$ cat src/rtl/mem_arbiter_pkg.sv
// Shared constants and types for the memory arbiter: FSM state encoding,
// access-width codes and the project-wide width constants.
package mem_arbiter_pkg;

    localparam int AddressWidth = 32;
    localparam int IDWidth      = 4;

    // Arbiter states, 2-bit encoded.
    typedef enum logic [1:0] {
        ARB_IDLE      = 2'd0,
        ARB_INST_BUSY = 2'd1,
        ARB_DATA_BUSY = 2'd2,
        ARB_RECOVER   = 2'd3
    } arb_state_t;

    // Data access width codes (one-hot byte count).
    localparam logic [2:0] WIDTH_B = 3'b001;
    localparam logic [2:0] WIDTH_H = 3'b010;
    localparam logic [2:0] WIDTH_W = 3'b100;

    // True while a transfer is in flight on the controller.
    function automatic logic arb_is_busy(input arb_state_t s);
        return (s == ARB_INST_BUSY) || (s == ARB_DATA_BUSY);
    endfunction

endpackage

$ cat src/rtl/mem_arbiter_if.sv
// Requester and controller bus bundle for the memory arbiter.
// slave  : arbiter side (drives completions and controller requests).
// master : environment side (fetch unit, load/store port and RAM controller).
interface mem_arbiter_if #(
    parameter int AW = 32,
    parameter int DW = 32
);
    // Fetch requester
    logic          inst_req_in;
    logic [AW-1:0] inst_addr_in;
    logic          inst_rdy_out;
    logic [DW-1:0] inst_data_out;
    // Load/store requester
    logic          data_req_in;
    logic          data_rw_in;
    logic          data_sgn_in;
    logic [2:0]    data_width_in;
    logic [AW-1:0] data_addr_in;
    logic [DW-1:0] data_wdata_in;
    logic          data_rdy_out;
    logic [DW-1:0] data_rdata_out;
    // RAM controller
    logic          ctrl_inst_en_out;
    logic [AW-1:0] ctrl_inst_addr_out;
    logic          ctrl_inst_rdy_in;
    logic [DW-1:0] ctrl_inst_in;
    logic          ctrl_data_en_out;
    logic          ctrl_data_rw_out;
    logic          ctrl_data_sgn_out;
    logic [2:0]    ctrl_data_width_out;
    logic [AW-1:0] ctrl_data_addr_out;
    logic [DW-1:0] ctrl_data_data_out;
    logic          ctrl_data_rdy_in;
    logic [DW-1:0] ctrl_data_in;

    modport slave (
        input  inst_req_in, inst_addr_in,
        input  data_req_in, data_rw_in, data_sgn_in, data_width_in,
        input  data_addr_in, data_wdata_in,
        input  ctrl_inst_rdy_in, ctrl_inst_in, ctrl_data_rdy_in, ctrl_data_in,
        output inst_rdy_out, inst_data_out, data_rdy_out, data_rdata_out,
        output ctrl_inst_en_out, ctrl_inst_addr_out,
        output ctrl_data_en_out, ctrl_data_rw_out, ctrl_data_sgn_out,
        output ctrl_data_width_out, ctrl_data_addr_out, ctrl_data_data_out
    );

    modport master (
        output inst_req_in, inst_addr_in,
        output data_req_in, data_rw_in, data_sgn_in, data_width_in,
        output data_addr_in, data_wdata_in,
        output ctrl_inst_rdy_in, ctrl_inst_in, ctrl_data_rdy_in, ctrl_data_in,
        input  inst_rdy_out, inst_data_out, data_rdy_out, data_rdata_out,
        input  ctrl_inst_en_out, ctrl_inst_addr_out,
        input  ctrl_data_en_out, ctrl_data_rw_out, ctrl_data_sgn_out,
        input  ctrl_data_width_out, ctrl_data_addr_out, ctrl_data_data_out
    );

endinterface

$ cat src/rtl/mem_arb_starve_ctr.sv
// Saturating count of consecutive data grants made while a fetch waits.
// o_full tells the arbiter that fetch must win the next contention.
module mem_arb_starve_ctr #(
    parameter int MAX = 4
) (
    input  logic i_clk,
    input  logic i_rst_n,
    input  logic i_en,
    input  logic i_inc,
    input  logic i_clr,
    output logic o_full
);

    localparam int CW = $clog2(MAX + 1);

    logic [CW-1:0] r_cnt;

    // Clear wins over increment; the count sticks at MAX.
    always_ff @(posedge i_clk) begin
        if (!i_rst_n) begin
            r_cnt <= '0;
        end else if (i_en) begin
            if (i_clr) begin
                r_cnt <= '0;
            end else if (i_inc && !o_full) begin
                r_cnt <= r_cnt + CW'(1);
            end
        end
    end

    assign o_full = (r_cnt >= CW'(MAX));

endmodule

$ cat src/rtl/mem_arbiter.sv
// Two-requester arbiter in front of the byte-serial RAM controller.
// Data has priority; fetch is guaranteed a grant after STARVE_MAX
// consecutive data grants. Granted fields are latched and held until the
// controller reports completion. Optional macro MEM_ARB_PERF_EN adds
// fetch/data/busy-cycle performance counters.
module mem_arbiter
    import mem_arbiter_pkg::*;
#(
    parameter int AW         = AddressWidth,
    parameter int DW         = 32,
    parameter int STARVE_MAX = 4
) (
    input  logic          clk_in,
    input  logic          rst_n_in,
    input  logic          rdy_in,
    input  logic          flush_in,
    mem_arbiter_if.slave  bus
`ifdef MEM_ARB_PERF_EN
    ,
    output logic [31:0]   perf_inst_cnt_out,
    output logic [31:0]   perf_data_cnt_out,
    output logic [31:0]   perf_busy_cnt_out
`endif
);

    arb_state_t    r_state;
    arb_state_t    w_state_nxt;
    logic          w_inst_elig;
    logic          w_data_elig;
    logic          w_grant_inst;
    logic          w_grant_data;
    logic          w_starve_full;
    logic          w_starve_inc;
    logic          w_starve_clr;

    logic          r_drop;
    logic          r_inst_rdy;
    logic [DW-1:0] r_inst_data;
    logic          r_data_rdy;
    logic [DW-1:0] r_data_rdata;
    logic          r_ctrl_inst_en;
    logic [AW-1:0] r_ctrl_inst_addr;
    logic          r_ctrl_data_en;
    logic          r_ctrl_data_rw;
    logic          r_ctrl_data_sgn;
    logic [2:0]    r_ctrl_data_width;
    logic [AW-1:0] r_ctrl_data_addr;
    logic [DW-1:0] r_ctrl_data_wdata;

    assign w_inst_elig = bus.inst_req_in && !flush_in;
    assign w_data_elig = bus.data_req_in;

    // Grant decision and next state from the current state and requests.
    always_comb begin
        // NOTE: every always_comb output gets a default first so no path can
        // leave it unassigned and infer a latch.
        w_state_nxt  = r_state;
        w_grant_inst = 1'b0;
        w_grant_data = 1'b0;
        unique case (r_state)
            ARB_IDLE: begin
                if (w_data_elig && (!w_inst_elig || !w_starve_full)) begin
                    w_grant_data = 1'b1;
                    w_state_nxt  = ARB_DATA_BUSY;
                end else if (w_inst_elig) begin
                    w_grant_inst = 1'b1;
                    w_state_nxt  = ARB_INST_BUSY;
                end
            end
            ARB_INST_BUSY: if (bus.ctrl_inst_rdy_in) w_state_nxt = ARB_RECOVER;
            ARB_DATA_BUSY: if (bus.ctrl_data_rdy_in) w_state_nxt = ARB_RECOVER;
            ARB_RECOVER:   w_state_nxt = ARB_IDLE;
            default:       w_state_nxt = ARB_IDLE;
        endcase
    end

    // Starvation bookkeeping only moves while arbitrating in IDLE.
    assign w_starve_inc = w_grant_data && bus.inst_req_in;
    assign w_starve_clr = (r_state == ARB_IDLE) && (w_grant_inst || !bus.inst_req_in);

    mem_arb_starve_ctr #(
        .MAX (STARVE_MAX)
    ) u_starve (
        .i_clk   (clk_in),
        .i_rst_n (rst_n_in),
        .i_en    (rdy_in),
        .i_inc   (w_starve_inc),
        .i_clr   (w_starve_clr),
        .o_full  (w_starve_full)
    );

    // State register; frozen while the global enable is low.
    always_ff @(posedge clk_in) begin
        if (!rst_n_in) begin
            r_state <= ARB_IDLE;
        end else if (rdy_in) begin
            // NOTE: sequential state uses non-blocking assignment so every
            // register samples pre-edge values regardless of block order.
            r_state <= w_state_nxt;
        end
    end

    // Latch granted fields, drive enables and produce completion pulses.
    always_ff @(posedge clk_in) begin
        if (!rst_n_in) begin
            r_drop            <= 1'b0;
            r_inst_rdy        <= 1'b0;
            r_inst_data       <= '0;
            r_data_rdy        <= 1'b0;
            r_data_rdata      <= '0;
            r_ctrl_inst_en    <= 1'b0;
            r_ctrl_inst_addr  <= '0;
            r_ctrl_data_en    <= 1'b0;
            r_ctrl_data_rw    <= 1'b0;
            r_ctrl_data_sgn   <= 1'b0;
            r_ctrl_data_width <= '0;
            r_ctrl_data_addr  <= '0;
            r_ctrl_data_wdata <= '0;
        end else if (rdy_in) begin
            if (w_grant_inst) begin
                r_ctrl_inst_en   <= 1'b1;
                r_ctrl_inst_addr <= bus.inst_addr_in;
            end
            if (w_grant_data) begin
                r_ctrl_data_en    <= 1'b1;
                r_ctrl_data_rw    <= bus.data_rw_in;
                r_ctrl_data_sgn   <= bus.data_sgn_in;
                r_ctrl_data_width <= bus.data_width_in;
                r_ctrl_data_addr  <= bus.data_addr_in;
                r_ctrl_data_wdata <= bus.data_wdata_in;
            end
            if (r_state == ARB_INST_BUSY) begin
                // The controller cannot abort, so a flush only marks the
                // result for discard; the completion clears the mark.
                if (bus.ctrl_inst_rdy_in) begin
                    r_ctrl_inst_en <= 1'b0;
                    r_inst_data    <= bus.ctrl_inst_in;
                    r_inst_rdy     <= !r_drop && !flush_in;
                    r_drop         <= 1'b0;
                end else if (flush_in) begin
                    r_drop <= 1'b1;
                end
            end
            if ((r_state == ARB_DATA_BUSY) && bus.ctrl_data_rdy_in) begin
                r_ctrl_data_en <= 1'b0;
                r_data_rdata   <= bus.ctrl_data_in;
                r_data_rdy     <= 1'b1;
            end
            if (r_state == ARB_RECOVER) begin
                r_inst_rdy <= 1'b0;
                r_data_rdy <= 1'b0;
            end
        end
    end

    assign bus.inst_rdy_out        = r_inst_rdy;
    assign bus.inst_data_out       = r_inst_data;
    assign bus.data_rdy_out        = r_data_rdy;
    assign bus.data_rdata_out      = r_data_rdata;
    assign bus.ctrl_inst_en_out    = r_ctrl_inst_en;
    assign bus.ctrl_inst_addr_out  = r_ctrl_inst_addr;
    assign bus.ctrl_data_en_out    = r_ctrl_data_en;
    assign bus.ctrl_data_rw_out    = r_ctrl_data_rw;
    assign bus.ctrl_data_sgn_out   = r_ctrl_data_sgn;
    assign bus.ctrl_data_width_out = r_ctrl_data_width;
    assign bus.ctrl_data_addr_out  = r_ctrl_data_addr;
    assign bus.ctrl_data_data_out  = r_ctrl_data_wdata;

`ifdef MEM_ARB_PERF_EN
    logic [31:0] r_perf_inst;
    logic [31:0] r_perf_data;
    logic [31:0] r_perf_busy;

    // Free-running performance counters; wrap naturally at 2^32.
    always_ff @(posedge clk_in) begin
        if (!rst_n_in) begin
            r_perf_inst <= '0;
            r_perf_data <= '0;
            r_perf_busy <= '0;
        end else if (rdy_in) begin
            if ((r_state == ARB_INST_BUSY) && bus.ctrl_inst_rdy_in && !r_drop && !flush_in)
                r_perf_inst <= r_perf_inst + 32'd1;
            if ((r_state == ARB_DATA_BUSY) && bus.ctrl_data_rdy_in)
                r_perf_data <= r_perf_data + 32'd1;
            if (arb_is_busy(r_state))
                r_perf_busy <= r_perf_busy + 32'd1;
        end
    end

    assign perf_inst_cnt_out = r_perf_inst;
    assign perf_data_cnt_out = r_perf_data;
    assign perf_busy_cnt_out = r_perf_busy;
`endif

endmodule

$ cat src/flat_wrapper.sv
// flat-port wrapper written by rule: the top's interface ports become plain ports
module mem_arbiter_flat import mem_arbiter_pkg::*;
#(
    parameter int AW         = AddressWidth,
    parameter int DW         = 32,
    parameter int STARVE_MAX = 4
)
  (clk_in, rst_n_in, rdy_in, flush_in, bus_inst_req_in, bus_inst_addr_in, bus_data_req_in, bus_data_rw_in, bus_data_sgn_in, bus_data_width_in, bus_data_addr_in, bus_data_wdata_in, bus_ctrl_inst_rdy_in, bus_ctrl_inst_in, bus_ctrl_data_rdy_in, bus_ctrl_data_in, bus_inst_rdy_out, bus_inst_data_out, bus_data_rdy_out, bus_data_rdata_out, bus_ctrl_inst_en_out, bus_ctrl_inst_addr_out, bus_ctrl_data_en_out, bus_ctrl_data_rw_out, bus_ctrl_data_sgn_out, bus_ctrl_data_width_out, bus_ctrl_data_addr_out, bus_ctrl_data_data_out);
  mem_arbiter_if #(.AW(AW), .DW(DW)) bus_i ();
  input  logic clk_in;
  input  logic rst_n_in;
  input  logic rdy_in;
  input  logic flush_in;
  input wire logic [$bits(bus_i.inst_req_in)-1:0] bus_inst_req_in;
  input wire logic [$bits(bus_i.inst_addr_in)-1:0] bus_inst_addr_in;
  input wire logic [$bits(bus_i.data_req_in)-1:0] bus_data_req_in;
  input wire logic [$bits(bus_i.data_rw_in)-1:0] bus_data_rw_in;
  input wire logic [$bits(bus_i.data_sgn_in)-1:0] bus_data_sgn_in;
  input wire logic [$bits(bus_i.data_width_in)-1:0] bus_data_width_in;
  input wire logic [$bits(bus_i.data_addr_in)-1:0] bus_data_addr_in;
  input wire logic [$bits(bus_i.data_wdata_in)-1:0] bus_data_wdata_in;
  input wire logic [$bits(bus_i.ctrl_inst_rdy_in)-1:0] bus_ctrl_inst_rdy_in;
  input wire logic [$bits(bus_i.ctrl_inst_in)-1:0] bus_ctrl_inst_in;
  input wire logic [$bits(bus_i.ctrl_data_rdy_in)-1:0] bus_ctrl_data_rdy_in;
  input wire logic [$bits(bus_i.ctrl_data_in)-1:0] bus_ctrl_data_in;
  output wire logic [$bits(bus_i.inst_rdy_out)-1:0] bus_inst_rdy_out;
  output wire logic [$bits(bus_i.inst_data_out)-1:0] bus_inst_data_out;
  output wire logic [$bits(bus_i.data_rdy_out)-1:0] bus_data_rdy_out;
  output wire logic [$bits(bus_i.data_rdata_out)-1:0] bus_data_rdata_out;
  output wire logic [$bits(bus_i.ctrl_inst_en_out)-1:0] bus_ctrl_inst_en_out;
  output wire logic [$bits(bus_i.ctrl_inst_addr_out)-1:0] bus_ctrl_inst_addr_out;
  output wire logic [$bits(bus_i.ctrl_data_en_out)-1:0] bus_ctrl_data_en_out;
  output wire logic [$bits(bus_i.ctrl_data_rw_out)-1:0] bus_ctrl_data_rw_out;
  output wire logic [$bits(bus_i.ctrl_data_sgn_out)-1:0] bus_ctrl_data_sgn_out;
  output wire logic [$bits(bus_i.ctrl_data_width_out)-1:0] bus_ctrl_data_width_out;
  output wire logic [$bits(bus_i.ctrl_data_addr_out)-1:0] bus_ctrl_data_addr_out;
  output wire logic [$bits(bus_i.ctrl_data_data_out)-1:0] bus_ctrl_data_data_out;
  assign bus_i.inst_req_in = bus_inst_req_in;
  assign bus_i.inst_addr_in = bus_inst_addr_in;
  assign bus_i.data_req_in = bus_data_req_in;
  assign bus_i.data_rw_in = bus_data_rw_in;
  assign bus_i.data_sgn_in = bus_data_sgn_in;
  assign bus_i.data_width_in = bus_data_width_in;
  assign bus_i.data_addr_in = bus_data_addr_in;
  assign bus_i.data_wdata_in = bus_data_wdata_in;
  assign bus_i.ctrl_inst_rdy_in = bus_ctrl_inst_rdy_in;
  assign bus_i.ctrl_inst_in = bus_ctrl_inst_in;
  assign bus_i.ctrl_data_rdy_in = bus_ctrl_data_rdy_in;
  assign bus_i.ctrl_data_in = bus_ctrl_data_in;
  assign bus_inst_rdy_out = bus_i.inst_rdy_out;
  assign bus_inst_data_out = bus_i.inst_data_out;
  assign bus_data_rdy_out = bus_i.data_rdy_out;
  assign bus_data_rdata_out = bus_i.data_rdata_out;
  assign bus_ctrl_inst_en_out = bus_i.ctrl_inst_en_out;
  assign bus_ctrl_inst_addr_out = bus_i.ctrl_inst_addr_out;
  assign bus_ctrl_data_en_out = bus_i.ctrl_data_en_out;
  assign bus_ctrl_data_rw_out = bus_i.ctrl_data_rw_out;
  assign bus_ctrl_data_sgn_out = bus_i.ctrl_data_sgn_out;
  assign bus_ctrl_data_width_out = bus_i.ctrl_data_width_out;
  assign bus_ctrl_data_addr_out = bus_i.ctrl_data_addr_out;
  assign bus_ctrl_data_data_out = bus_i.ctrl_data_data_out;
  mem_arbiter #(.AW(AW), .DW(DW), .STARVE_MAX(STARVE_MAX)) u_core (.clk_in(clk_in), .rst_n_in(rst_n_in), .rdy_in(rdy_in), .flush_in(flush_in), .bus(bus_i));
endmodule
$ cat config.mk
export PLATFORM = sky130hd
export DESIGN_NAME = mem_arbiter_flat
export DESIGN_NICKNAME = d
export VERILOG_FILES = /design/src/rtl/mem_arbiter_pkg.sv /design/src/rtl/mem_arbiter_if.sv /design/src/rtl/mem_arb_starve_ctr.sv /design/src/rtl/mem_arbiter.sv /design/src/flat_wrapper.sv
export SDC_FILE = /design/constraint.sdc
export NUM_CORES = 1
export LEC_CHECK = 0
export BUFFER_PORTS_ARGS = -buffer_cell sky130_fd_sc_hd__buf_4
export CAP_MARGIN = 20
export CELL_PAD_IN_SITES_DETAIL_PLACEMENT = 1
export CELL_PAD_IN_SITES_GLOBAL_PLACEMENT = 1
export CORE_MARGIN = 2
export CORE_UTILIZATION = 35
export CTS_BUF_LIST = sky130_fd_sc_hd__clkbuf_2 sky130_fd_sc_hd__clkbuf_4 sky130_fd_sc_hd__clkbuf_8
export DETAILED_ROUTE_END_ITERATION = 10
export GPL_TIMING_DRIVEN = 1
export PLACE_DENSITY = 0.86
export SETUP_SLACK_MARGIN = 0.1
export SYNTH_ARGS = -nofsm -noshare
export SYNTH_HDL_FRONTEND = slang
export SYNTH_HIERARCHICAL = 1
export SYNTH_SLANG_ARGS = --single-unit
$ cat constraint.sdc
create_clock -name clk_in -period 4.1 [get_ports clk_in]
set_input_delay 0.82 -clock clk_in [delete_from_list [all_inputs] [get_ports clk_in]]
set_output_delay 0.82 -clock clk_in [all_outputs]
set_load 0.05 [all_outputs]
==> qor.yml, run 1 <==
report.final.slew_viol_count: 0
antenna_found_initial: 0
comb_power_share_pct: 19.7
start_util_pct: 35.4
pin_count: 342
floorplan.die.height_um: 141
num_antenna_cells: 0
timing.fmax_mhz: 450
worst-path-stages: 6
areaGrowthSynthToFinish_pct: 45.4
cts_resized: 0
worst_ep_arrival_time_ns: 2.60
wire_length_of_the_first_global_routing_pass_um: 35500
synth.lib_cells_used.distinct: 39
synth_top_cell_by_area: "sky130_fd_sc_hd__dfxtp_1"
worst_ep_required_time_ns: 4.48
power_density_nw_per_um2: 393
clk-insertion-delay-late_ns: 0.46
async_flop_share_pct: 0
synth_common_cells: "sky130_fd_sc_hd__dfxtp_1 (175), sky130_fd_sc_hd__a21oi_1 (137), sky130_fd_sc_hd__nand3_1 (105), sky130_fd_sc_hd__o21ai_0 (92), sky130_fd_sc_hd__nand2_1 (69)"
setup-tns-final_ns: 0
ys.warnings.count: 6
finalNetCount: 1229
worst_hold_depth: 2
cts.path.max_buffers: 2
path_clk_slew_ns: 0.11
finalWirelength_um: 23400
yosys-top-cells-area: "sky130_fd_sc_hd__dfxtp_1 (53%), sky130_fd_sc_hd__a21oi_1 (10%), sky130_fd_sc_hd__nand3_1 (8.0%)"
vdd_drop_max_uv: 184
critPathMaxStageDelay_ns: 0.67
crit_fanout: 32
cts_buffers: 17
cell_count_after_placement: 1262
final_estimated_routing_congestion_in_global_placement: 0.767
swShare_pct: 32.1
ant_nets: 0
number_of_instances_in_the_synthesized_netlist: 751
number_of_global_route_vias_before_repair: 6881
total_leakage_power_uw: 0.00407
ys_ff_latch: 175
run_status: "finished clean"
clock_tree.htree_level_count: 4
setup_viol_count_final: 0
postSynthNetCount: 931
rr_worst_depth: 6
final-hold-violation-count: 0
drive_above_1_share_pct: 37.2
p_int_uw: 2550
rsz0062_at_grt: "false"
fp.dieW_um: 141
crit_path_top_delay_cell: "sky130_fd_sc_hd__and3_2"
post-cts-setup-buffers: 0
synthFlopType: "sky130_fd_sc_hd__dfxtp_1"
synth.most_common_cell: "sky130_fd_sc_hd__dfxtp_1"
syn_area_per_cell_sq_um: 8.76
dr_total_vias: 6774
fp.coreArea_sq_um: 18600
worst-path-buf-inv: 2
globalRouteTotalUtil_pct: 22.3
wl_per_cell_um: 18.1
timing.critical_path.cells: "inv_1 -> ha_1 -> and3_2 -> buf_4 -> nand3_1 -> a21oi_1"
floorplan.die_area_sq_um: 19900
cts_tree: "yes"
syn_area_sq_um: 6580
detailed_place_hpwl_um: 16100
final_period_utilization_pct: 54.2
criticalPathCategory: "flop to flop"
firstDrtPassIters: 4
max_slew_margin_pct: 44.1
final.setup_skew_ns: 0.0131
cts.sinks: 175
clock_power_share_pct: 32.3
grt_max_degree: 79
standard_cell_rows: 50
postCtsHoldBufs: 0
synth_edf_count: 0
drtIter0Drc: 276
worstHoldPathType: "flop to flop"
power_frac_seq_pct: 48.1
switchingPower_uw: 1210
instances_no_fill: 1296
cp-start-kind: "flop"
critical_path.top_delay_family: "simple AND/OR/NAND/NOR gates"
post_drt_via_cell_ratio: 5.23
synth.yosys.seq_area_share_pct: 53.3
cts_root_buf: "sky130_fd_sc_hd__clkbuf_8"
drt_drc_violations_left: 0
synth.top_cell.area_share_pct: 53.3
grt.overflow.total: 0
maxCapViolCount: 0
period_needed_ns: 2.22
endpoint_kind: "flop"
place.port_buffers: 341
tightestPinTransition_ns: 0.838
## through the flow
step                worst slack (ns)  total power, uW  utilization [%]  cell area, sq um  hold slack [ns]
global placement                1.76             2570             49.2              9140            0.443
global route                    1.65             3920             51.5              9560            0.490
finish                          1.88             3760             51.5              9560            0.462
floorplan                       2.30             2280                -              6580            0.460
CTS                             1.88             3790             51.3              9530            0.466
detailed placement              1.69             2580             49.2              9140            0.449
## cells by family after synthesis
| group | after synthesis | synth area share (%) |
|---|---|---|
| AO/OA/AOI/OAI | 282 | 23.8 |
| AND/OR/NAND/NOR | 202 | 14.7 |
| flip-flops | 175 | 53.3 |
| buffers and inverters | 83 | 6.56 |
| adder cells (fa/ha/maj) | 7 | 1.33 |
| multiplexers | 2 | 0.323 |
## final cells by class
type	count	area, sq um
clock buffer	18	241
clock inverter	14	150
fill	2285	9020
inverter	6	25.0
multi-input combinational	493	2650
sequential	175	3500
tap	234	293
timing repair buffer	356	2700
## layout by cell type (no fill, tap or decap), types with 2 or more instances in the layout
| cell | n |
|---|---|
| sky130_fd_sc_hd__dfxtp_1 | 175 |
| sky130_fd_sc_hd__ha_1 | 7 |
| sky130_fd_sc_hd__buf_8 | 2 |
| sky130_fd_sc_hd__o21ai_0 | 92 |
| sky130_fd_sc_hd__nor2b_1 | 4 |
| sky130_fd_sc_hd__nor2_1 | 4 |
| sky130_fd_sc_hd__inv_6 | 4 |
| sky130_fd_sc_hd__a31oi_1 | 3 |
| sky130_fd_sc_hd__nand2b_1 | 6 |
| sky130_fd_sc_hd__nand4b_1 | 2 |
| sky130_fd_sc_hd__clkinvlp_4 | 3 |
| sky130_fd_sc_hd__inv_1 | 5 |
| sky130_fd_sc_hd__nand3_1 | 104 |
| sky130_fd_sc_hd__nor3_1 | 2 |
| sky130_fd_sc_hd__buf_4 | 353 |
| sky130_fd_sc_hd__and2_1 | 2 |
| sky130_fd_sc_hd__clkbuf_8 | 17 |
| sky130_fd_sc_hd__clkinv_4 | 2 |
| sky130_fd_sc_hd__a21oi_1 | 137 |
| sky130_fd_sc_hd__a22o_1 | 32 |
| sky130_fd_sc_hd__inv_8 | 4 |
| sky130_fd_sc_hd__o21ai_1 | 11 |
| sky130_fd_sc_hd__o2111ai_1 | 2 |
| sky130_fd_sc_hd__nand2_1 | 69 |
## registers in the layout, indices dropped and copies added, names as in the netlist
name,count
u_core/bus.ctrl_data_addr_out,32
u_core/bus.ctrl_data_data_out,32
u_core/bus.ctrl_data_en_out,1
u_core/bus.ctrl_data_rw_out,1
u_core/bus.ctrl_data_sgn_out,1
u_core/bus.ctrl_data_width_out,3
u_core/bus.ctrl_inst_addr_out,32
u_core/bus.ctrl_inst_en_out,1
u_core/bus.data_rdata_out,32
u_core/bus.data_rdy_out,1
u_core/bus.inst_data_out,32
u_core/bus.inst_rdy_out,1
u_core/r_drop,1
u_core/r_state,2
u_core/u_starve/r_cnt,3
## worst register-to-register path: stages, from the launching register on
cell                      delay [ns]
sky130_fd_sc_hd__dfxtp_1        0.35
sky130_fd_sc_hd__inv_1          0.13
sky130_fd_sc_hd__ha_1           0.32
sky130_fd_sc_hd__and3_2         0.67
sky130_fd_sc_hd__buf_4          0.40
sky130_fd_sc_hd__nand3_1        0.13
sky130_fd_sc_hd__a21oi_1        0.15
## per-layer routing
metal	routed length (um)	track usage, %	part of all wire [%]	vias to the layer above
met5	0	0	0	-
met4	1030	11.2	4.4	0
met3	1400	4.96	6.0	60
met2	11600	38.5	50	249
met1	9380	26.0	40	3223
li1	-	-	-	3242
## power by group through the flow
stage	Combinational, uW	Clock, uW	Sequential, uW
6_report	739	1210	1810
5_1_grt	787	1310	1820
4_1_cts	740	1240	1810
3_5_place_dp	737	0	1850
3_3_place_gp	725	0	1840
2_1_floorplan	212	0	2070
## final timing paths
check,start,endpoint,slack (ns)
worst min-delay path,u_core/bus.data_rdata_out[13],u_core/bus.data_rdata_out[13],0.46
worst max-delay path,u_core/r_state[0],u_core/bus.ctrl_data_data_out[18],1.88
worst min register to register,u_core/bus.data_rdata_out[13],u_core/bus.data_rdata_out[13],0.46
worst max register to register,u_core/r_state[0],u_core/bus.ctrl_data_data_out[18],1.88
Power figures use the tool's default switching activity.
==> run 2: changes to the inputs <==
--- a/config.mk
+++ b/config.mk
@@ -10,11 +10,11 @@
 export CELL_PAD_IN_SITES_DETAIL_PLACEMENT = 1
 export CELL_PAD_IN_SITES_GLOBAL_PLACEMENT = 1
 export CORE_MARGIN = 2
-export CORE_UTILIZATION = 35
+export CORE_UTILIZATION = 33
 export CTS_BUF_LIST = sky130_fd_sc_hd__clkbuf_2 sky130_fd_sc_hd__clkbuf_4 sky130_fd_sc_hd__clkbuf_8
 export DETAILED_ROUTE_END_ITERATION = 10
 export GPL_TIMING_DRIVEN = 1
-export PLACE_DENSITY = 0.86
+export PLACE_DENSITY = 0.81
 export SETUP_SLACK_MARGIN = 0.1
 export SYNTH_ARGS = -nofsm -noshare
 export SYNTH_HDL_FRONTEND = slang
==> constraint.sdc (replaced) <==
create_clock -name clk_in -period 2.1 [get_ports clk_in]
set_input_delay 0.42 -clock clk_in [delete_from_list [all_inputs] [get_ports clk_in]]
set_output_delay 0.42 -clock clk_in [all_outputs]
set_load 0.05 [all_outputs]
==> run 2 against run 1 <==
Net effect:
- global-route usage down 1.1 points
- sequential power up 94%
- maximum frequency up 27%
- critical endpoint is now u_core/bus.ctrl_inst_addr_out[13]
- largest power group unchanged
- largest cell class unchanged
- critical path depth unchanged
- die area up 5.9%
- wire length down 0.75%
==> qor.yml, run 2 (synthesis results as in run 1) <==
run_status: "finished clean"
grt_util_met2_pct: 36.6
final-hold-violation-count: 0
power_frac_seq_pct: 48.6
place.port_buffers: 341
maxCapViolCount: 0
wl_per_cell_um: 17.5
antenna_found_initial: 0
detailed_place_hpwl_um: 16000
floorplan.die_area_sq_um: 21100
cts_tree: "yes"
final_estimated_routing_congestion_in_global_placement: 0.773
crit_fanout: 33
finalNetCount: 1229
finalWirelength_um: 23200
total_leakage_power_uw: 0.00408
cts_buffers: 17
num_antenna_cells: 0
setup_viol_count_final: 0
wire_length_of_the_first_global_routing_pass_um: 36000
top_usage_layer: "met2"
worst_ep_required_time_ns: 2.50
power_density_nw_per_um2: 752
met3_usage_pct: 6.07
comb_power_share_pct: 20.1
areaGrowthSynthToFinish_pct: 46.4
dr_total_vias: 6717
switchingPower_uw: 2360
period_needed_ns: 1.75
p_int_uw: 4880
setup-tns-final_ns: 0
drtIter0Drc: 260
final.setup_skew_ns: 0.0152
vdd_drop_max_uv: 370
criticalPathCategory: "flop to flop"
most_common_cell_after_layout_fill_and_taps_aside: "sky130_fd_sc_hd__buf_4"
cts.sinks: 175
drt_drc_violations_left: 0
cts_root_buf: "sky130_fd_sc_hd__clkbuf_8"
final_cell_mix: "sky130_fd_sc_hd__buf_4 (350), sky130_fd_sc_hd__dfxtp_1 (175), sky130_fd_sc_hd__a21oi_1 (137)"
drive_above_1_share_pct: 37.3
ant_nets: 0
endpoint_kind: "flop"
post_drt_via_cell_ratio: 5.06
clock_tree.htree_level_count: 4
start_util_pct: 33.7
worst_ep_arrival_time_ns: 2.14
globalRouteTotalUtil_pct: 21.1
firstDrtPassIters: 4
fp.coreArea_sq_um: 19500
clk-insertion-delay-late_ns: 0.46
grt_max_degree: 71
grt.overflow.total: 0
standard_cell_rows: 51
timing.fmax_mhz: 573
fp.dieW_um: 145
max_slew_margin_pct: 57.9
use_met1_pct: 24.3
worstHoldPathType: "primary input to flop"
clock_power_share_pct: 31.3
cp-start-kind: "flop"
swShare_pct: 32.6
pin_count: 342
floorplan.die.height_um: 145
final_period_utilization_pct: 83.1
cts.path.max_buffers: 2
rsz0062_at_grt: "false"
path_clk_slew_ns: 0.10
tightestPinTransition_ns: 0.632
worst_slack_ns: 0.354
detailedPlace.worstSlack_ns: 0.143
report.final.slew_viol_count: 0
number_of_global_route_vias_before_repair: 6755
## run 2: repair_timing
item / 4_1_cts / 5_1_grt
gates resized for setup: 1 / 0
buffers inserted: 0 / 0
hold buffers: 0 / 0
endpoints found under the setup margin: 2 / 0
## run 2: routing by layer
layer	part of all wire [%]	wire, um
met5	0	0
met4	3.0	687
met3	5.8	1350
met2	50	11600
met1	41	9610
## run 2: cell type report
cell class | count | area [sq um]
Multi-Input combinational cell | 493 | 2650
Sequential cell | 175 | 3500
Tap cell | 265 | 332
Clock buffer | 18 | 248
Inverter | 6 | 25.0
Timing Repair Buffer | 356 | 2750
Fill cell | 2357 | 9900
Clock inverter | 14 | 123
## run 2: worst max-delay path, stage by stage (launching register included)
cell	delay, ns
sky130_fd_sc_hd__dfxtp_1	0.34
sky130_fd_sc_hd__inv_1	0.13
sky130_fd_sc_hd__ha_1	0.31
sky130_fd_sc_hd__and4b_1	0.22
sky130_fd_sc_hd__buf_4	0.33
sky130_fd_sc_hd__nand3_1	0.15
sky130_fd_sc_hd__a21oi_1	0.17
## run 2: path summary, 6_finish.rpt
check | start | endpoint | slack [ns] | depth (start not counted)
worst min-delay path | bus_ctrl_inst_in[28] | u_core/bus.inst_data_out[28] | 0.15 | 2
worst max-delay path | u_core/r_state[0] | u_core/bus.ctrl_inst_addr_out[13] | 0.35 | 6
worst min register to register | u_core/bus.data_rdata_out[28] | u_core/bus.data_rdata_out[28] | 0.46 | 2
worst max register to register | u_core/r_state[0] | u_core/bus.ctrl_inst_addr_out[13] | 0.35 | 6
## run 2: power groups by stage
stage	sequential [uW]	clock, uW	combinational (uW)
2_1_floorplan	4040	0	414
3_3_place_gp	3590	0	1440
3_5_place_dp	3600	0	1460
4_1_cts	3520	2350	1460
5_1_grt	3540	2480	1540
6_report	3520	2270	1450
## run 2: through the flow
stage          utilization (%)  cell area, sq um  total power (uW)  hold WS, ns  instances
2_1_floorplan                -              6580              4460        0.460        751
3_3_place_gp              47.4              9260              5030        0.442       1295
3_5_place_dp              47.4              9260              5060        0.448       1295
4_1_cts                   49.3              9630              7330        0.117       1327
5_1_grt                   49.3              9630              7560        0.112       1327
6_report                  49.3              9630              7240        0.151       1327
